### config.mk
export PLATFORM = sky130hd
export DESIGN_NAME = spi_register_bridge
export DESIGN_NICKNAME = d
export VERILOG_FILES = /design/src/rtl/synth_pkg.sv /design/src/rtl/spi_input_sync.sv /design/src/rtl/spi_register_bridge.sv
export SDC_FILE = /design/constraint.sdc
export NUM_CORES = 1
export LEC_CHECK = 0
export CAP_MARGIN = 20
export CORE_ASPECT_RATIO = 1.5
export CORE_MARGIN = 2
export CORE_UTILIZATION = 55
export CTS_CLUSTER_DIAMETER = 30
export DETAILED_ROUTE_END_ITERATION = 12
export DONT_BUFFER_PORTS = 1
export GPL_ROUTABILITY_DRIVEN = 0
export PLACE_DENSITY = 0.79
export REMOVE_ABC_BUFFERS = 1
export SLEW_MARGIN = 20
export SYNTH_ARGS = -nofsm -noshare
export SYNTH_HDL_FRONTEND = slang
export SYNTH_SLANG_ARGS = --single-unit
### constraint.sdc
create_clock -name i_Clock -period 1.35 [get_ports i_Clock]
set_input_delay 0.135 -clock i_Clock [delete_from_list [all_inputs] [get_ports i_Clock]]
set_output_delay 0.135 -clock i_Clock [all_outputs]
set_load 0.03 [all_outputs]
### src/rtl/synth_pkg.sv
// Shared types and widths for the synth control path.
package synth_pkg;

  localparam int SPI_REG_NUM_WIDTH   = 16;
  localparam int SPI_REG_VALUE_WIDTH = 8;

  typedef enum logic [1:0] {
    IDLE,
    SHIFT,
    DONE
  } SpiState_t;

endpackage

### src/rtl/spi_input_sync.sv
// Multi-flop synchronizer for one asynchronous SPI pin, with rise/fall detect
// from a history flop behind the last stage.
module spi_input_sync #(
  parameter int SYNC_STAGES = 2
) (
  input  logic i_Clock,
  input  logic i_Reset_n,
  input  logic i_Async,
  output logic o_Sync,
  output logic o_Rise,
  output logic o_Fall
);

  logic [SYNC_STAGES-1:0] sync_q;
  logic                   hist_q;

  always_ff @(posedge i_Clock) begin
    if (!i_Reset_n) begin
      sync_q <= '0;
      hist_q <= 1'b0;
    end else begin
      sync_q <= {sync_q[SYNC_STAGES-2:0], i_Async};
      hist_q <= sync_q[SYNC_STAGES-1];
    end
  end

  assign o_Sync = sync_q[SYNC_STAGES-1];
  assign o_Rise = sync_q[SYNC_STAGES-1] & ~hist_q;
  assign o_Fall = ~sync_q[SYNC_STAGES-1] & hist_q;

endmodule

### src/rtl/spi_register_bridge.sv
// SPI mode-0 slave: host frames become one-cycle register write strobes,
// while MISO returns the most recently latched synth sample.
module spi_register_bridge
  import synth_pkg::*;
#(
  parameter int REG_NUM_WIDTH   = SPI_REG_NUM_WIDTH,
  parameter int REG_VALUE_WIDTH = SPI_REG_VALUE_WIDTH,
  parameter int SAMPLE_WIDTH    = 16,
  parameter int SYNC_STAGES     = 2
) (
  input  logic                       i_Clock,
  input  logic                       i_Reset_n,
  input  logic                       i_SpiClock,
  input  logic                       i_SpiChipSelect_n,
  input  logic                       i_SpiMosi,
  output logic                       o_SpiMiso,
  input  logic [SAMPLE_WIDTH-1:0]    i_Sample,
  input  logic                       i_SampleReady,
  output logic                       o_RegisterWriteEnable,
  output logic [REG_NUM_WIDTH-1:0]   o_RegisterNumber,
  output logic [REG_VALUE_WIDTH-1:0] o_RegisterValue,
  output logic                       o_FrameError
);

  localparam int FRAME_BITS = REG_NUM_WIDTH + REG_VALUE_WIDTH;
  localparam int CNT_W      = $clog2(FRAME_BITS + 1);
  localparam logic [CNT_W-1:0] LAST_BIT = CNT_W'(FRAME_BITS - 1);

  logic sclk_rise, sclk_fall, cs_rise, cs_fall, mosi_sync;

  spi_input_sync #(.SYNC_STAGES(SYNC_STAGES)) u_sync_sclk (
    .i_Clock(i_Clock), .i_Reset_n(i_Reset_n), .i_Async(i_SpiClock),
    .o_Sync(), .o_Rise(sclk_rise), .o_Fall(sclk_fall)
  );

  spi_input_sync #(.SYNC_STAGES(SYNC_STAGES)) u_sync_cs (
    .i_Clock(i_Clock), .i_Reset_n(i_Reset_n), .i_Async(i_SpiChipSelect_n),
    .o_Sync(), .o_Rise(cs_rise), .o_Fall(cs_fall)
  );

  spi_input_sync #(.SYNC_STAGES(SYNC_STAGES)) u_sync_mosi (
    .i_Clock(i_Clock), .i_Reset_n(i_Reset_n), .i_Async(i_SpiMosi),
    .o_Sync(mosi_sync), .o_Rise(), .o_Fall()
  );

  SpiState_t                  state_q, state_d;
  logic [CNT_W-1:0]           cnt_q, cnt_d;
  logic [FRAME_BITS-1:0]      rx_q, rx_d;
  logic [SAMPLE_WIDTH-1:0]    tx_q, tx_d;
  logic [SAMPLE_WIDTH-1:0]    sample_q, sample_d;
  logic                       pend_q, pend_d;
  logic                       we_q, we_d;
  logic                       err_q, err_d;
  logic [REG_NUM_WIDTH-1:0]   num_q, num_d;
  logic [REG_VALUE_WIDTH-1:0] val_q, val_d;

  always_comb begin
    state_d  = state_q;
    cnt_d    = cnt_q;
    rx_d     = rx_q;
    tx_d     = tx_q;
    pend_d   = 1'b0;
    err_d    = 1'b0;
    sample_d = i_SampleReady ? i_Sample : sample_q;

    case (state_q)
      IDLE: begin
        if (cs_fall) begin
          state_d = SHIFT;
          cnt_d   = '0;
          tx_d    = sample_d;
        end
      end
      SHIFT: begin
        // CS release takes priority over a coincident SCLK rise.
        if (cs_rise) begin
          state_d = IDLE;
          err_d   = (cnt_q != '0);
        end else begin
          if (sclk_rise) begin
            rx_d  = {rx_q[FRAME_BITS-2:0], mosi_sync};
            cnt_d = cnt_q + 1'b1;
            if (cnt_q == LAST_BIT) begin
              state_d = DONE;
              pend_d  = 1'b1;
            end
          end
          if (sclk_fall) begin
            tx_d = {tx_q[SAMPLE_WIDTH-2:0], 1'b0};
          end
        end
      end
      DONE: begin
        if (cs_rise) begin
          state_d = IDLE;
        end
      end
      default: state_d = IDLE;
    endcase

    // The strobe is issued one cycle after DONE is entered, from the completed RX word.
    we_d  = pend_q;
    num_d = pend_q ? rx_q[FRAME_BITS-1 -: REG_NUM_WIDTH] : num_q;
    val_d = pend_q ? rx_q[REG_VALUE_WIDTH-1:0] : val_q;
  end

  always_ff @(posedge i_Clock) begin
    if (!i_Reset_n) begin
      state_q  <= IDLE;
      cnt_q    <= '0;
      rx_q     <= '0;
      tx_q     <= '0;
      sample_q <= '0;
      pend_q   <= 1'b0;
      we_q     <= 1'b0;
      err_q    <= 1'b0;
      num_q    <= '0;
      val_q    <= '0;
    end else begin
      state_q  <= state_d;
      cnt_q    <= cnt_d;
      rx_q     <= rx_d;
      tx_q     <= tx_d;
      sample_q <= sample_d;
      pend_q   <= pend_d;
      we_q     <= we_d;
      err_q    <= err_d;
      num_q    <= num_d;
      val_q    <= val_d;
    end
  end

  assign o_SpiMiso             = (state_q == SHIFT) & tx_q[SAMPLE_WIDTH-1];
  assign o_RegisterWriteEnable = we_q;
  assign o_RegisterNumber      = num_q;
  assign o_RegisterValue       = val_q;
  assign o_FrameError          = err_q;

endmodule

# ---- After elaboration in Yosys (flattened, before gate mapping)
# Cells that the tools add are included.
dict set report word_totals {
  inputBits 22
  ff_bits 98
  latch_bits 0
  output_inout_bits 27
  ram_bits 0
  romBits 0
  n_memories 0
  wordCells 64
}
dict set report op_classes {
  bitwise_logic 13
  div_mod_pow 0
  n_lt_le_gt_ge 0
  n_shift 0
  reduce_logical 9
  mul 0
  mux 16
  n_eq_ne 10
  n_addsub 1
}
# operator n
set ops {}
lappend ops {{16-bit 2-to-1 mux} 4}
lappend ops {{16-bit one-hot mux with 2 select lines} 1}
lappend ops {{5-bit 2-to-1 mux} 3}
lappend ops {{4-bit AND reduction} 3}
lappend ops {{2-bit 2-to-1 mux} 5}
lappend ops {{2-bit != test, second input constant} 5}
lappend ops {{5-bit one-hot mux with 2 select lines} 1}
lappend ops {{1-bit NOT} 8}
lappend ops {{3-bit != test, second input constant} 2}
lappend ops {{2-bit one-hot mux with 3 select lines} 1}
lappend ops {{3-bit AND reduction} 2}
lappend ops {{5-bit by 1-bit adder with 5-bit output, second input constant} 1}
lappend ops {{1-bit bitwise AND} 5}
lappend ops {{5-bit == test, second input constant} 1}
lappend ops {{5-bit nonzero test} 1}
lappend ops {{4-bit OR reduction} 1}
lappend ops {{2-bit by 1-bit == test with 1-bit output, second input constant} 1}
lappend ops {{2-bit == test, second input constant} 1}
lappend ops {{2-bit zero test} 1}
lappend ops {{2-bit nonzero test} 1}
lappend ops {{1-bit 2-to-1 mux} 1}

# ---- Logic depth before layout (Yosys ltp)
dict set report logic_depth {
  ltp_word 5
  ltp_mapped 7
  depth_no_buf 4
}

# ---- By module
# Synthesis repeated with hierarchy kept, for this count alone.
dict set report unflattened {
  hier_cells 383
  area_unflattened_um2 3682.3
}
# module n_inst seq_area_each_um2 cells_each area_per_inst_um2
set modules_own_cells {}
lappend modules_own_cells {spi_register_bridge 1 1801.7 359 3408.3}
lappend modules_own_cells {spi_input_sync 3 60.1 8 91.3}

# ---- Worst setup path after synthesis
# OpenSTA, ideal clock, no wires.
dict set report synth_path {
  kind {reg2reg}
  from {reg u_sync_cs.hist_q}
  to {reg tx_q[0]}
  setup_ps 59
  t_required_ps 1291
  t_arrival_ps 1369
  synth_period_minus_slack_ps 1429
  slack_ps -79
  path_buffers 1
  path_stages_with_launch 6
  path_cell_list {dfxtp_1 nand2b_1 buf_4 a41oi_2 or4b_2 nand2_1}
}
dict set report synth_between {
  elab_chain_cells 4
  word_cells_on_any_way 6
  classes_between {eq/ne: 2; bitwise: 3; reduce/logical: 1}
}
# item line
set synth_rtl {}
lappend synth_rtl {{start: declaration} spi_input_sync.sv:15} ;# logic hist_q;
lappend synth_rtl {{start signal: assignment} spi_input_sync.sv:23} ;# hist_q <= sync_q[SYNC_STAGES-1];
lappend synth_rtl {{1-bit NOT} spi_input_sync.sv:28} ;# assign o_Rise = sync_q[SYNC_STAGES-1] & ~hist_q;
lappend synth_rtl {{1-bit bitwise AND} spi_input_sync.sv:28}
lappend synth_rtl {{2-bit != test (no line)} n/a}
lappend synth_rtl {{4-bit AND reduction (no line) (*)} n/a}
lappend synth_rtl {{end signal: assignment} spi_register_bridge.sv:123} ;# tx_q <= tx_d;
lappend synth_rtl {{end: declaration} spi_register_bridge.sv:49} ;# logic [SAMPLE_WIDTH-1:0] tx_q, tx_d;
# Mark *: on every way between the ends. The rest lies on a longest branch, timed or not.
# A chain may end at the register's enable or synchronous reset.

# ---- Worst setup path after layout
dict set report layout_path {
  from {reg state_q[0]}
  to {reg tx_q[10]}
}
dict set report layout_between {
  elab_chain_cells 3
  word_cells_on_any_way 8
  classes_between {eq/ne: 4; mux: 1; reduce/logical: 3}
}
# item line
set layout_rtl {}
lappend layout_rtl {{start: declaration} spi_register_bridge.sv:46} ;# SpiState_t state_q, state_d;
lappend layout_rtl {{start signal: assignment} spi_register_bridge.sv:120} ;# state_q <= state_d;
lappend layout_rtl {{2-bit by 1-bit == test with 1-bit output or 2-bit zero test (tied branches)} spi_register_bridge.sv:66} ;# case (state_q)
lappend layout_rtl {{2-bit != test (no line) or 2-bit nonzero test (tied branches)} n/a}
lappend layout_rtl {{4-bit AND reduction (no line)} n/a}
# Parallel ways exist; a longest one is shown, timed or not.

==> Implementation_results.wiki <==
{| class="wikitable"
! Metric !! Value
|-
| Slew @ Worst Pin || ~0.35 ns
|-
| Overall fraction of global-route tracks in use || 20.3%
|-
| Worst rel slew slack || around three quarters
|-
| Wire length of the first global-routing pass || 12600 um
|-
| CTS root buffer || sky130_fd_sc_hd__clkbuf_8
|-
| Number of CTS-inserted buffers || 9
|-
| Cell types with the largest area share after synthesis || sky130_fd_sc_hd__dfxtp_1, sky130_fd_sc_hd__mux2i_1, sky130_fd_sc_hd__nor2b_1, sky130_fd_sc_hd__a21boi_0, sky130_fd_sc_hd__nand2_1
|-
| Worst reg-to-reg setup slack || -0.16 ns
|-
| Worst-path maximum fanout || 15
|-
| Antenna violations before repair || 0
|-
| Setup-failing EPs final || 40
|-
| Hold path start || i_Reset_n
|-
| Die footprint || between 0.007 and 0.008 mm2
|-
| Max Buffers Root-to-Sink || 2
|-
| Detail-routed net length per standard cell || 14.8 um
|-
| Area growth from synthesis to layout || 25.8%
|-
| Gate count after technology mapping || a little under 400
|-
| Total of warnings raised by yosys || 0
|-
| Clock skew || 0.0103 ns
|-
| Power density of the placed cells || 1040 mW/mm2
|-
| Detailed-route via count || between 2000 and 3000
|-
| Worst endpoint data arrival time || 1.81 ns
|-
| Area used by multi-input combinational logic || 0.00189 mm2
|-
| Residual overflow from global routing || 0
|-
| Area of all sequential standard cells || 0.00198 mm2
|-
| Crit path setup slack, layout || -0.158 ns
|-
| Startpoint of the lowest-slack register-to-register path || state_q[0]
|-
| Area of the placeable core || 0.00690 mm2
|-
| Pin count of the biggest net entering global routing || 97
|-
| Synth async-reset ratio || 0%
|-
| Htree depth || 3
|-
| Final clock period utilization by the worst path || 112%
|-
| Required @ worst endpoint || 1.65 ns
|-
| Min-Delay Path Depth || 1
|-
| Distinct cells, synth || 31
|-
| Antenna cells || 0
|-
| Commonest register cell after synthesis || sky130_fd_sc_hd__dfxtp_1
|-
| Unrepaired setup endpoints after global routing || yes
|-
| Most common cell after layout, fill and taps aside || sky130_fd_sc_hd__dfxtp_1
|-
| Filler instances || roughly 520
|-
| Type of the worst setup path || reg -> reg
|-
| Clock insertion delay at the later pin of the skew report || 0.37 ns
|-
| Cell taking the most area after synthesis || sky130_fd_sc_hd__dfxtp_1
|-
| Worst hold slack || -0.0931 ns
|-
| Routed WL || 7910 um
|-
| Layout net count || about 470
|-
| Fin Setup TNS || -2.79 ns
|-
| Via count of the first global-routing pass || between 2000 and 3000
|-
| Setup WS pre-CTS || -0.190 ns
|-
| Fraction of final layout cells with drive strength greater than 1 || 18.2%
|-
| Result of the run || finished, violations left
|-
| Number of vias per cell after detailed routing || 5.53
|-
| Highest-count cells in the layout ignoring fill and taps || sky130_fd_sc_hd__dfxtp_1, sky130_fd_sc_hd__nand2_1, sky130_fd_sc_hd__nor2b_1, sky130_fd_sc_hd__mux2i_1, sky130_fd_sc_hd__buf_4
|-
| Post-detailed-route DRC marker count || 0
|-
| Average footprint of a synthesized cell || 9.86 um2
|-
| Standard-cell rows || 37
|-
| Detailed-router iteration count before antenna repair || 4
|-
| Cell area after technology mapping || ~0.0039 mm2
|-
| Hold Fails Final Rpt || 73
|-
| Violation count after the first detailed-route iteration || 110
|-
| CP endpoint kind || register
|-
| Max rail drop VDD || just over 0.0009 V
|-
| Leakage power || about 0.0018 uW
|-
| Final max-slew violation count || 0
|-
| Number of maximum-capacitance constraint violations || 0
|-
| Horiz. Die Dim || ~73 um
|-
| DRT antenna net count || 0
|-
| Logic depth of the worst register-to-register path || 5
|-
| TritonCTS clock tree || built
|-
| Top-area cell type share of the netlist area || 50.0%
|-
| Violations in the final reports || negative hold slack, negative setup slack
|-
| Startpoint kind of the worst setup timing path || register
|-
| Number of flops mapped to enable cells by yosys || 0
|-
| DIE HEIGHT || 107 um
|-
| DPL Wire Length || approximately 4400 um
|-
| Number of sinks handled by clock tree synthesis || a little under 100
|-
| Min Tclk post-route || ~1.5 ns
|-
| Clock Pin Slew Worst Setup and Hold Paths || 0.09 ns
|-
| Count of port buffers added during placement || 0
|-
| Worst hold endpoint || o_RegisterValue[1]
|-
| Sequential cell area fraction in the yosys report || ~50%
|-
| Highest clock rate || 663 MHz
|-
| Worst Hold Class || in -> reg
|-
| Number of synthesized register bits || 98
|-
| Number of hold-repair buffers added at the cts stage || 27
|-
| Capture instance of the worst register-to-register path || tx_q[10]
|-
| Effective utilization at floorplan || 56.9%
|-
| Number of I/O pins || 49
|}
## power by group
group	internal (uW)	switching, uW	leakage, uW
sequential	2930	20.7	0.000797
combinational	176	97.7	0.000937
clock	947	965	0.000105
## synth_stat cells (2+ instances only)
cell type                   n
sky130_fd_sc_hd__nand3_1    4
sky130_fd_sc_hd__buf_2      5
sky130_fd_sc_hd__o211ai_1   2
sky130_fd_sc_hd__nor2b_1   43
sky130_fd_sc_hd__a21boi_1  15
sky130_fd_sc_hd__inv_1      4
sky130_fd_sc_hd__a21boi_0  25
sky130_fd_sc_hd__o21ai_0   19
sky130_fd_sc_hd__clkbuf_1  18
sky130_fd_sc_hd__and3_1     2
sky130_fd_sc_hd__dfxtp_1   98
sky130_fd_sc_hd__a2111o_1  15
sky130_fd_sc_hd__nand2_1   50
sky130_fd_sc_hd__nor4b_1    2
sky130_fd_sc_hd__or3_1      3
sky130_fd_sc_hd__a31oi_1    2
sky130_fd_sc_hd__and2_1    10
sky130_fd_sc_hd__nor2_1    16
sky130_fd_sc_hd__a21oi_1    3
sky130_fd_sc_hd__mux2i_1   41
sky130_fd_sc_hd__ha_1       2
sky130_fd_sc_hd__buf_4      7
sky130_fd_sc_hd__nand2b_1   4
## layout make-up
cell class | count | share of cell area (%)
multi-input cells | 265 | 38.3
clock inverters | 5 | 1.06
inverters | 4 | 0.304
well taps | 78 | 1.98
clock buffers | 11 | 3.07
flip-flops and latches | 98 | 40.0
repair buffers | 72 | 15.2
## flip-flops by register name, indices dropped and copies added (netlist names), 2 cells and up
register,cells
rx_q,24
o_RegisterNumber,16
sample_q,16
cnt_q,5
u_sync_cs.sync_q,2
o_RegisterValue,8
state_q,2
u_sync_sclk.sync_q,2
tx_q,16
u_sync_mosi.sync_q,2
## metal layers
layer | GRT usage (%) | up-vias | share of wire, %
met1 | 22.1 | 1413 | 40
met3 | 4.21 | 15 | 4.0
met4 | 12.2 | 0 | 2.7
met5 | 0 | - | 0
li1 | - | 1457 | -
met2 | 35.4 | 61 | 53
## cells by family (layout without fill, tap and decap cells)
family / Yosys count / in the layout / share of synthesized area (%)
AO/OA/AOI/OAI: 82 / 82 / 15.9
adder cells (fa/ha/maj): 2 / 2 / 0.638
buffers and inverters: 35 / 92 / 4.37
flip-flops: 98 / 98 / 50.0
multiplexers: 41 / 41 / 10.5
AND/OR/NAND/NOR: 140 / 140 / 18.7
## how the worst max path moves through the flow
stage                from       end  cells after the start
2_1_floorplan  state_q[1]  tx_q[12]                      4
3_3_place_gp   state_q[1]  cnt_q[1]                      5
3_5_place_dp   state_q[0]  cnt_q[3]                      4
4_1_cts        state_q[0]   tx_q[5]                      5
5_1_grt        state_q[0]   tx_q[5]                      5
6_report       state_q[0]  tx_q[10]                      5
## per-stage QoR
| stage | hold slack (ns) | area [um2] | util (%) | power (uW) | std cells |
|---|---|---|---|---|---|
| after global routing | -0.105 | 4940 | 71.6 | 5330 | 533 |
| after CTS | -0.106 | 4850 | 70.3 | 5160 | 528 |
| final | -0.0931 | 4940 | 71.6 | 5140 | 533 |
| after floorplan | 0.257 | 3770 | - | 3150 | 367 |
| after detailed placement | 0.263 | 4190 | 60.7 | 3200 | 480 |
| after global placement | 0.261 | 4190 | 60.7 | 3190 | 480 |
## worst max-delay path, cell delays in order (launching register included)
cell and delay (ns):
sky130_fd_sc_hd__dfxtp_4 0.39, sky130_fd_sc_hd__nor3b_4 0.26, sky130_fd_sc_hd__a41oi_4 0.08, sky130_fd_sc_hd__buf_12 0.18, sky130_fd_sc_hd__a2111o_1 0.38, sky130_fd_sc_hd__a21boi_1 0.15
## repair_timing
| action | CTS | global route |
|---|---|---|
| endpoints found under the hold margin | 98 | 73 |
| resized for setup | 29 | 17 |
| setup buffers | 3 | 4 |
| endpoints found under the setup margin | 46 | 48 |
| gates cloned | 2 | 1 |
| pin swaps | 2 | 9 |
Note: power is estimated with default switching activity, not from simulation.
